## src/rtl/mem_port_arbiter_if.sv

```systemverilog
// Bundle of the two requester ports, the single memory port and the busy flag.
// The arbiter connects through the slave modport; the requester/memory side uses master.
interface mem_port_arbiter_if #(
   parameter int AW = 32,
   parameter int DW = 32
);
   logic          req0_valid, req0_ready, req0_we;
   logic [AW-1:0] req0_addr;
   logic [DW-1:0] req0_wdata;
   logic          rsp0_valid;
   logic [DW-1:0] rsp0_rdata;

   logic          req1_valid, req1_ready, req1_we;
   logic [AW-1:0] req1_addr;
   logic [DW-1:0] req1_wdata;
   logic          rsp1_valid;
   logic [DW-1:0] rsp1_rdata;

   logic          mem_en, mem_we;
   logic [AW-1:0] mem_addr;
   logic [DW-1:0] mem_wdata;
   logic [DW-1:0] mem_rdata;

   logic          busy;

   modport slave (
      input  req0_valid, req0_we, req0_addr, req0_wdata,
      input  req1_valid, req1_we, req1_addr, req1_wdata,
      input  mem_rdata,
      output req0_ready, rsp0_valid, rsp0_rdata,
      output req1_ready, rsp1_valid, rsp1_rdata,
      output mem_en, mem_we, mem_addr, mem_wdata, busy
   );

   modport master (
      output req0_valid, req0_we, req0_addr, req0_wdata,
      output req1_valid, req1_we, req1_addr, req1_wdata,
      output mem_rdata,
      input  req0_ready, rsp0_valid, rsp0_rdata,
      input  req1_ready, rsp1_valid, rsp1_rdata,
      input  mem_en, mem_we, mem_addr, mem_wdata, busy
   );
endinterface

```

## src/rtl/mem_port_arbiter.sv

```systemverilog
// Two-requester single-port memory arbiter. One access in flight at a time:
// handshake (IDLE) -> memory strobe (ISSUE) -> response pulse (RESP).
// Simultaneous requests alternate via a 1-bit priority pointer.
module mem_port_arbiter #(
   parameter int AW = 32,
   parameter int DW = 32
) (
   input  logic               clk,
   input  logic               rst_n,
   mem_port_arbiter_if.slave  bus
);

   typedef enum logic [1:0] {IDLE, ISSUE, RESP} state_t;

   state_t        state_q;
   logic          prio_q;      // requester favoured on contention
   logic          own_q;       // owner of the access in flight
   logic          we_q;
   logic [AW-1:0] addr_q;
   logic [DW-1:0] wdata_q;
   logic          mem_en_q;
   logic [1:0]    rsp_vld_q;

   logic          idle_ok, gnt0, gnt1;

   // Grant decode; rst_n gates it so ready stays low throughout reset.
   always_comb begin
      idle_ok = rst_n && (state_q == IDLE);
      gnt0    = idle_ok && bus.req0_valid && (!bus.req1_valid || !prio_q);
      gnt1    = idle_ok && bus.req1_valid && (!bus.req0_valid ||  prio_q);
   end

   // Port drive: memory fields are zeroed outside the strobe cycle, read data
   // is a pass-through only during a read response.
   always_comb begin
      bus.req0_ready = gnt0;
      bus.req1_ready = gnt1;
      bus.mem_en     = mem_en_q;
      bus.mem_we     = mem_en_q & we_q;
      bus.mem_addr   = mem_en_q ? addr_q  : '0;
      bus.mem_wdata  = mem_en_q ? wdata_q : '0;
      bus.rsp0_valid = rsp_vld_q[0];
      bus.rsp1_valid = rsp_vld_q[1];
      bus.rsp0_rdata = (rsp_vld_q[0] && !we_q) ? bus.mem_rdata : '0;
      bus.rsp1_rdata = (rsp_vld_q[1] && !we_q) ? bus.mem_rdata : '0;
      bus.busy       = (state_q != IDLE);
   end

   // Transaction FSM: latch the winner, strobe memory once, pulse the owner's response.
   always_ff @(posedge clk or negedge rst_n) begin
      if (!rst_n) begin
         state_q   <= IDLE;
         prio_q    <= 1'b0;
         own_q     <= 1'b0;
         we_q      <= 1'b0;
         addr_q    <= '0;
         wdata_q   <= '0;
         mem_en_q  <= 1'b0;
         rsp_vld_q <= 2'b00;
      end else begin
         case (state_q)
            IDLE: begin
               if (gnt0 || gnt1) begin
                  own_q    <= gnt1;
                  we_q     <= gnt1 ? bus.req1_we    : bus.req0_we;
                  addr_q   <= gnt1 ? bus.req1_addr  : bus.req0_addr;
                  wdata_q  <= gnt1 ? bus.req1_wdata : bus.req0_wdata;
                  prio_q   <= ~gnt1;
                  mem_en_q <= 1'b1;
                  state_q  <= ISSUE;
               end
            end
            ISSUE: begin
               mem_en_q  <= 1'b0;
               rsp_vld_q <= own_q ? 2'b10 : 2'b01;
               state_q   <= RESP;
            end
            RESP: begin
               rsp_vld_q <= 2'b00;
               state_q   <= IDLE;
            end
            default: begin
               mem_en_q  <= 1'b0;
               rsp_vld_q <= 2'b00;
               state_q   <= IDLE;
            end
         endcase
      end
   end

endmodule
```

## src/flat_wrapper.sv

```systemverilog
// flat-port wrapper written by rule: the top's interface ports become plain ports
module mem_port_arbiter_flat 
#(
   parameter int AW = 32,
   parameter int DW = 32
)
  (clk, rst_n, bus_req0_valid, bus_req0_we, bus_req0_addr, bus_req0_wdata, bus_req1_valid, bus_req1_we, bus_req1_addr, bus_req1_wdata, bus_mem_rdata, bus_req0_ready, bus_rsp0_valid, bus_rsp0_rdata, bus_req1_ready, bus_rsp1_valid, bus_rsp1_rdata, bus_mem_en, bus_mem_we, bus_mem_addr, bus_mem_wdata, bus_busy);
  mem_port_arbiter_if #(.AW(AW), .DW(DW)) bus_i ();
  input  logic clk;
  input  logic rst_n;
  input wire logic [$bits(bus_i.req0_valid)-1:0] bus_req0_valid;
  input wire logic [$bits(bus_i.req0_we)-1:0] bus_req0_we;
  input wire logic [$bits(bus_i.req0_addr)-1:0] bus_req0_addr;
  input wire logic [$bits(bus_i.req0_wdata)-1:0] bus_req0_wdata;
  input wire logic [$bits(bus_i.req1_valid)-1:0] bus_req1_valid;
  input wire logic [$bits(bus_i.req1_we)-1:0] bus_req1_we;
  input wire logic [$bits(bus_i.req1_addr)-1:0] bus_req1_addr;
  input wire logic [$bits(bus_i.req1_wdata)-1:0] bus_req1_wdata;
  input wire logic [$bits(bus_i.mem_rdata)-1:0] bus_mem_rdata;
  output wire logic [$bits(bus_i.req0_ready)-1:0] bus_req0_ready;
  output wire logic [$bits(bus_i.rsp0_valid)-1:0] bus_rsp0_valid;
  output wire logic [$bits(bus_i.rsp0_rdata)-1:0] bus_rsp0_rdata;
  output wire logic [$bits(bus_i.req1_ready)-1:0] bus_req1_ready;
  output wire logic [$bits(bus_i.rsp1_valid)-1:0] bus_rsp1_valid;
  output wire logic [$bits(bus_i.rsp1_rdata)-1:0] bus_rsp1_rdata;
  output wire logic [$bits(bus_i.mem_en)-1:0] bus_mem_en;
  output wire logic [$bits(bus_i.mem_we)-1:0] bus_mem_we;
  output wire logic [$bits(bus_i.mem_addr)-1:0] bus_mem_addr;
  output wire logic [$bits(bus_i.mem_wdata)-1:0] bus_mem_wdata;
  output wire logic [$bits(bus_i.busy)-1:0] bus_busy;
  assign bus_i.req0_valid = bus_req0_valid;
  assign bus_i.req0_we = bus_req0_we;
  assign bus_i.req0_addr = bus_req0_addr;
  assign bus_i.req0_wdata = bus_req0_wdata;
  assign bus_i.req1_valid = bus_req1_valid;
  assign bus_i.req1_we = bus_req1_we;
  assign bus_i.req1_addr = bus_req1_addr;
  assign bus_i.req1_wdata = bus_req1_wdata;
  assign bus_i.mem_rdata = bus_mem_rdata;
  assign bus_req0_ready = bus_i.req0_ready;
  assign bus_rsp0_valid = bus_i.rsp0_valid;
  assign bus_rsp0_rdata = bus_i.rsp0_rdata;
  assign bus_req1_ready = bus_i.req1_ready;
  assign bus_rsp1_valid = bus_i.rsp1_valid;
  assign bus_rsp1_rdata = bus_i.rsp1_rdata;
  assign bus_mem_en = bus_i.mem_en;
  assign bus_mem_we = bus_i.mem_we;
  assign bus_mem_addr = bus_i.mem_addr;
  assign bus_mem_wdata = bus_i.mem_wdata;
  assign bus_busy = bus_i.busy;
  mem_port_arbiter #(.AW(AW), .DW(DW)) u_core (.clk(clk), .rst_n(rst_n), .bus(bus_i));
endmodule
```

## config.mk

```make
export PLATFORM = sky130hd
export DESIGN_NAME = mem_port_arbiter_flat
export DESIGN_NICKNAME = d
export VERILOG_FILES = /design/src/rtl/mem_port_arbiter_if.sv /design/src/rtl/mem_port_arbiter.sv /design/src/flat_wrapper.sv
export SDC_FILE = /design/constraint.sdc
export NUM_CORES = 1
export LEC_CHECK = 0
export ABC_AREA = 1
export BUFFER_PORTS_ARGS = -buffer_cell sky130_fd_sc_hd__buf_2
export CORE_AREA = 2 2 118 120
export CTS_BUF_LIST = sky130_fd_sc_hd__clkbuf_8
export CTS_CLUSTER_DIAMETER = 200
export DETAILED_ROUTE_END_ITERATION = 8
export DIE_AREA = 0 0 120 122
export PLACE_DENSITY = 0.71
export SLEW_MARGIN = 20
export SYNTH_ARGS = -nofsm -noshare
export SYNTH_HDL_FRONTEND = slang
export SYNTH_SLANG_ARGS = --single-unit
export TNS_END_PERCENT = 10
```

## constraint.sdc

```tcl
create_clock -name clk -period 1.7 [get_ports clk]
set_input_delay 0.17 -clock clk [delete_from_list [all_inputs] [get_ports clk]]
set_output_delay 0.17 -clock clk [all_outputs]
set_load 0.005 [all_outputs]
```

==> impl_metrics.tcl <==
set metrics [dict create \
    final_critical_path_share_of_the_clock_period_pct 93.36 \
    clock.fmax_mhz 630.1 \
    floorplan.rows 43 \
    worst_path_max_delay_cell "dfrtp_4" \
    place_area_um2 6603 \
    p_seq_share_pct 34.1 \
    globalRouteOverflowTotal 0 \
    synthesis.yosys.warnings 0 \
    cellLeakagePower_uw 0.005050 \
    critical_path_class "flip-flop to output port" \
    synth_top_family_by_area "simple AND/OR/NAND/NOR gates" \
    io_pins 301 \
    gr-usage-all-layers_pct 22.22 \
    cts_htree_levels 3 \
    clock-sinks 72 \
    worst_hold_path_type "primary input to async pin" \
    vdd.ir_drop.worst_uv 558.3 \
    die_span_y_um 122 \
    switchingPower_uw 3679 \
    die_area_um2 14640 \
    synth_cell_type_count 18 \
    max_stage_delay_ns 0.55 \
    critical-path-top-delay-family "flip-flops" \
    maxSlewHeadroom_pct 47.51 \
    proportion_of_layout_cells_with_a_drive_suffix_above_1_pct 30.80 \
    tritoncts "yes" \
    cap_viol_max_count 0 \
    p_clk_share_pct 18.3 \
    first_global_vias 5211 \
    nets 1281 \
    path_buf_inv 3 \
    result_of_the_run "complete, no violations" \
    detail_route.first_pass.iterations 5 \
    final_hold_violation_count 0 \
    cp_cell_sequence "buf_4 > nand2_1 > inv_1 > buf_2" \
    yosys.area_share.adder_pct 0 \
    setup.worst_path.start_class "flip-flop" \
    detailed_place_hpwl_um 13010 \
    crit_path_end_kind "output port" \
    via_count 5849 \
    fill_cells 1464 \
    die_wd_um 120 \
    report.final.setup_viol 0 \
    post_synth_instance_area_um2 4959 \
    netlist_instances 832 \
    post_synthesis_compound_gate_area_fraction_pct 0.6056 \
    post_synth_and_or_nand_nor_area_fraction_pct 39.26 \
    finalMaxSlewViolations 0 \
    synth_seq_area_share_pct 36.34 \
    swShare_pct 40.53 \
    vias_per_cell 4.499 \
    drc 0 \
    worst-path-max-fanout 19 \
    internal_power_summed_over_all_cells_uw 5398 \
    final_area_um2 6872 \
    drt_iter0_markers 310 \
    cts_buffers 9 \
    max-clock-path-buffers 2 \
    synth_xor_area_share_pct 0 \
    largest_net_degree_at_the_start_of_global_routing 66 \
    clkTransAtPathRegs_ns 0.08 \
    synth_fp_nets 998 \
    route.detailed.wl_per_inst_um 12.98 \
    worstMarginPinSlew_ns 0.7873 \
    final_weighted_congestion_in_routability_driven_placement 0.8587 \
    muxShareOfSynthArea_pct 0 \
    synthesis.area_per_instance_um2 5.960 \
    clock_insertion_delay_worst_skew_ns 0.35 \
    mostFrequentLayoutCells "buf_2 (299), nand2_1 (268), inv_1 (233), nand3_1 (132), dfrtp_1 (71)" \
    initial_antenna_violation_count 0 \
    first_pass_grt_wire_length_um 25430 \
    antenna_cells 0 \
    start_util_pct 36.72 \
    totalPowerFinal_uw 9078 \
    finalCriticalPeriod_ns 1.587 \
    pwr-share-comb_pct 47.7 \
    post-cts-setup-buffer-count 0 \
    io_buffer_count 300 \
    cp.arrival_ns 1.42 \
    commonest_non_fill_non_tap_cell_in_the_layout "buf_2" \
    rr_worst_depth 7 \
    timing.clock.skew_ns 0.009948 \
    grt_setup_unrepaired "yes" \
    area.growth.synth_to_final_pct 38.58 \
    core_area_um2 13500 \
    clk_root_buffer_cell "clkbuf_8" \
    ys_ff_latch 72 \
    worstSetupPathDepth 4 \
    placement_setup_slack_ns 0.2654 \
    final_antenna_net_count 0 \
    pwr_density_cell_nw_per_um2 1321 \
    worstPathRequired_ns 1.53 \
    postRouteWirelength_um 16870 \
    worst_setup_slack_after_layout_ns 0.1129 \
]
[cells by family after synthesis]
| group | count (synthesis) |
|---|---|
| DFF | 72 |
| buffers and inverters | 284 |
| and+or+nand+nor | 471 |
| AOI/OAI and AO/OA | 5 |
[cell usage after synthesis (all sizes together)]
| cell type | count | area share [%] |
|---|---|---|
| nand3 | 133 | 14 |
| inv | 236 | 18 |
| a21oi | 2 | 0.28 |
| dfrtp | 72 | 36 |
| nor2 | 67 | 5.1 |
| o21ai | 2 | 0.20 |
| nand2 | 271 | 21 |
| buf | 31 | 4.6 |
| o22ai | 1 | 0.13 |
| clkbuf | 17 | 1.3 |
[final timing paths]
path	end	slack, ns	from
worst max register to register	u_core.addr_q[29]	0.25	u_core.state_q[0]
worst min register to register	u_core.rsp_vld_q[0]	0.47	u_core.own_q
min in group clk	u_core.addr_q[25]	0.11	bus_req0_addr[25]
worst max-delay path	bus_mem_addr[28]	0.11	u_core.bus.mem_en
max in group asynchronous	u_core.bus.mem_en	0.90	rst_n
worst min-delay path	u_core.addr_q[22]	0.04	rst_n
[power by group through the flow]
| stage | registers [µW] | logic (µW) | clock network, µW |
|---|---|---|---|
| after floorplan | 2920 | 2580 | 0 |
| after global placement | 3080 | 4310 | 0 |
| after detailed placement | 3080 | 4360 | 0 |
| after CTS | 3080 | 4370 | 1710 |
| after global routing | 3200 | 4920 | 1780 |
| final | 3090 | 4330 | 1660 |
[flip-flops by register name, summed over array words and instances, names as in the netlist]
signal	count
u_core.addr_q	32
u_core.bus.mem_en	1
u_core.rsp_vld_q	2
u_core.state_q	2
u_core.prio_q	1
u_core.we_q	1
u_core.wdata_q	32
u_core.own_q	1
[per-stage QoR]
stage	utilization [%]	instances	TNS [ns]	hold slack, ns
after detailed placement	48.89	1283	0	0.03656
after floorplan	-	832	0	-0.1256
after global routing	50.88	1300	-0.006339	0.08753
after global placement	48.89	1283	0	0.03859
final	50.88	1300	0	0.04081
after CTS	50.78	1300	0	0.04178
[per-layer routing]
| layer | part of all wire (%) | vias to the layer above | track usage (%) |
|---|---|---|---|
| met4 | 2.9 | 0 | 8.750 |
| li1 | - | 2929 | - |
| met5 | 0 | - | 0 |
| met1 | 39 | 2640 | 24.64 |
| met3 | 7.6 | 33 | 5.384 |
| met2 | 51 | 247 | 40.84 |
[cell type report]
class | instances | area, µm² | share of cell area, %
Multi-Input combinational cell | 476 | 1992 | 28.99
Sequential cell | 72 | 1805 | 26.27
Timing Repair Buffer | 320 | 1718 | 25.00
Inverter | 236 | 885.9 | 12.89
Tap cell | 180 | 225.2 | 3.277
Clock buffer | 10 | 137.6 | 2.003
Clock inverter | 6 | 107.6 | 1.566
[timing repair]
action	CTS	global route
endpoints found under the setup margin	0	85
hold endpoints to repair	13	0
hold buffers	1	0
gates resized for setup	0	4
(Power assumes the default switching activity.)
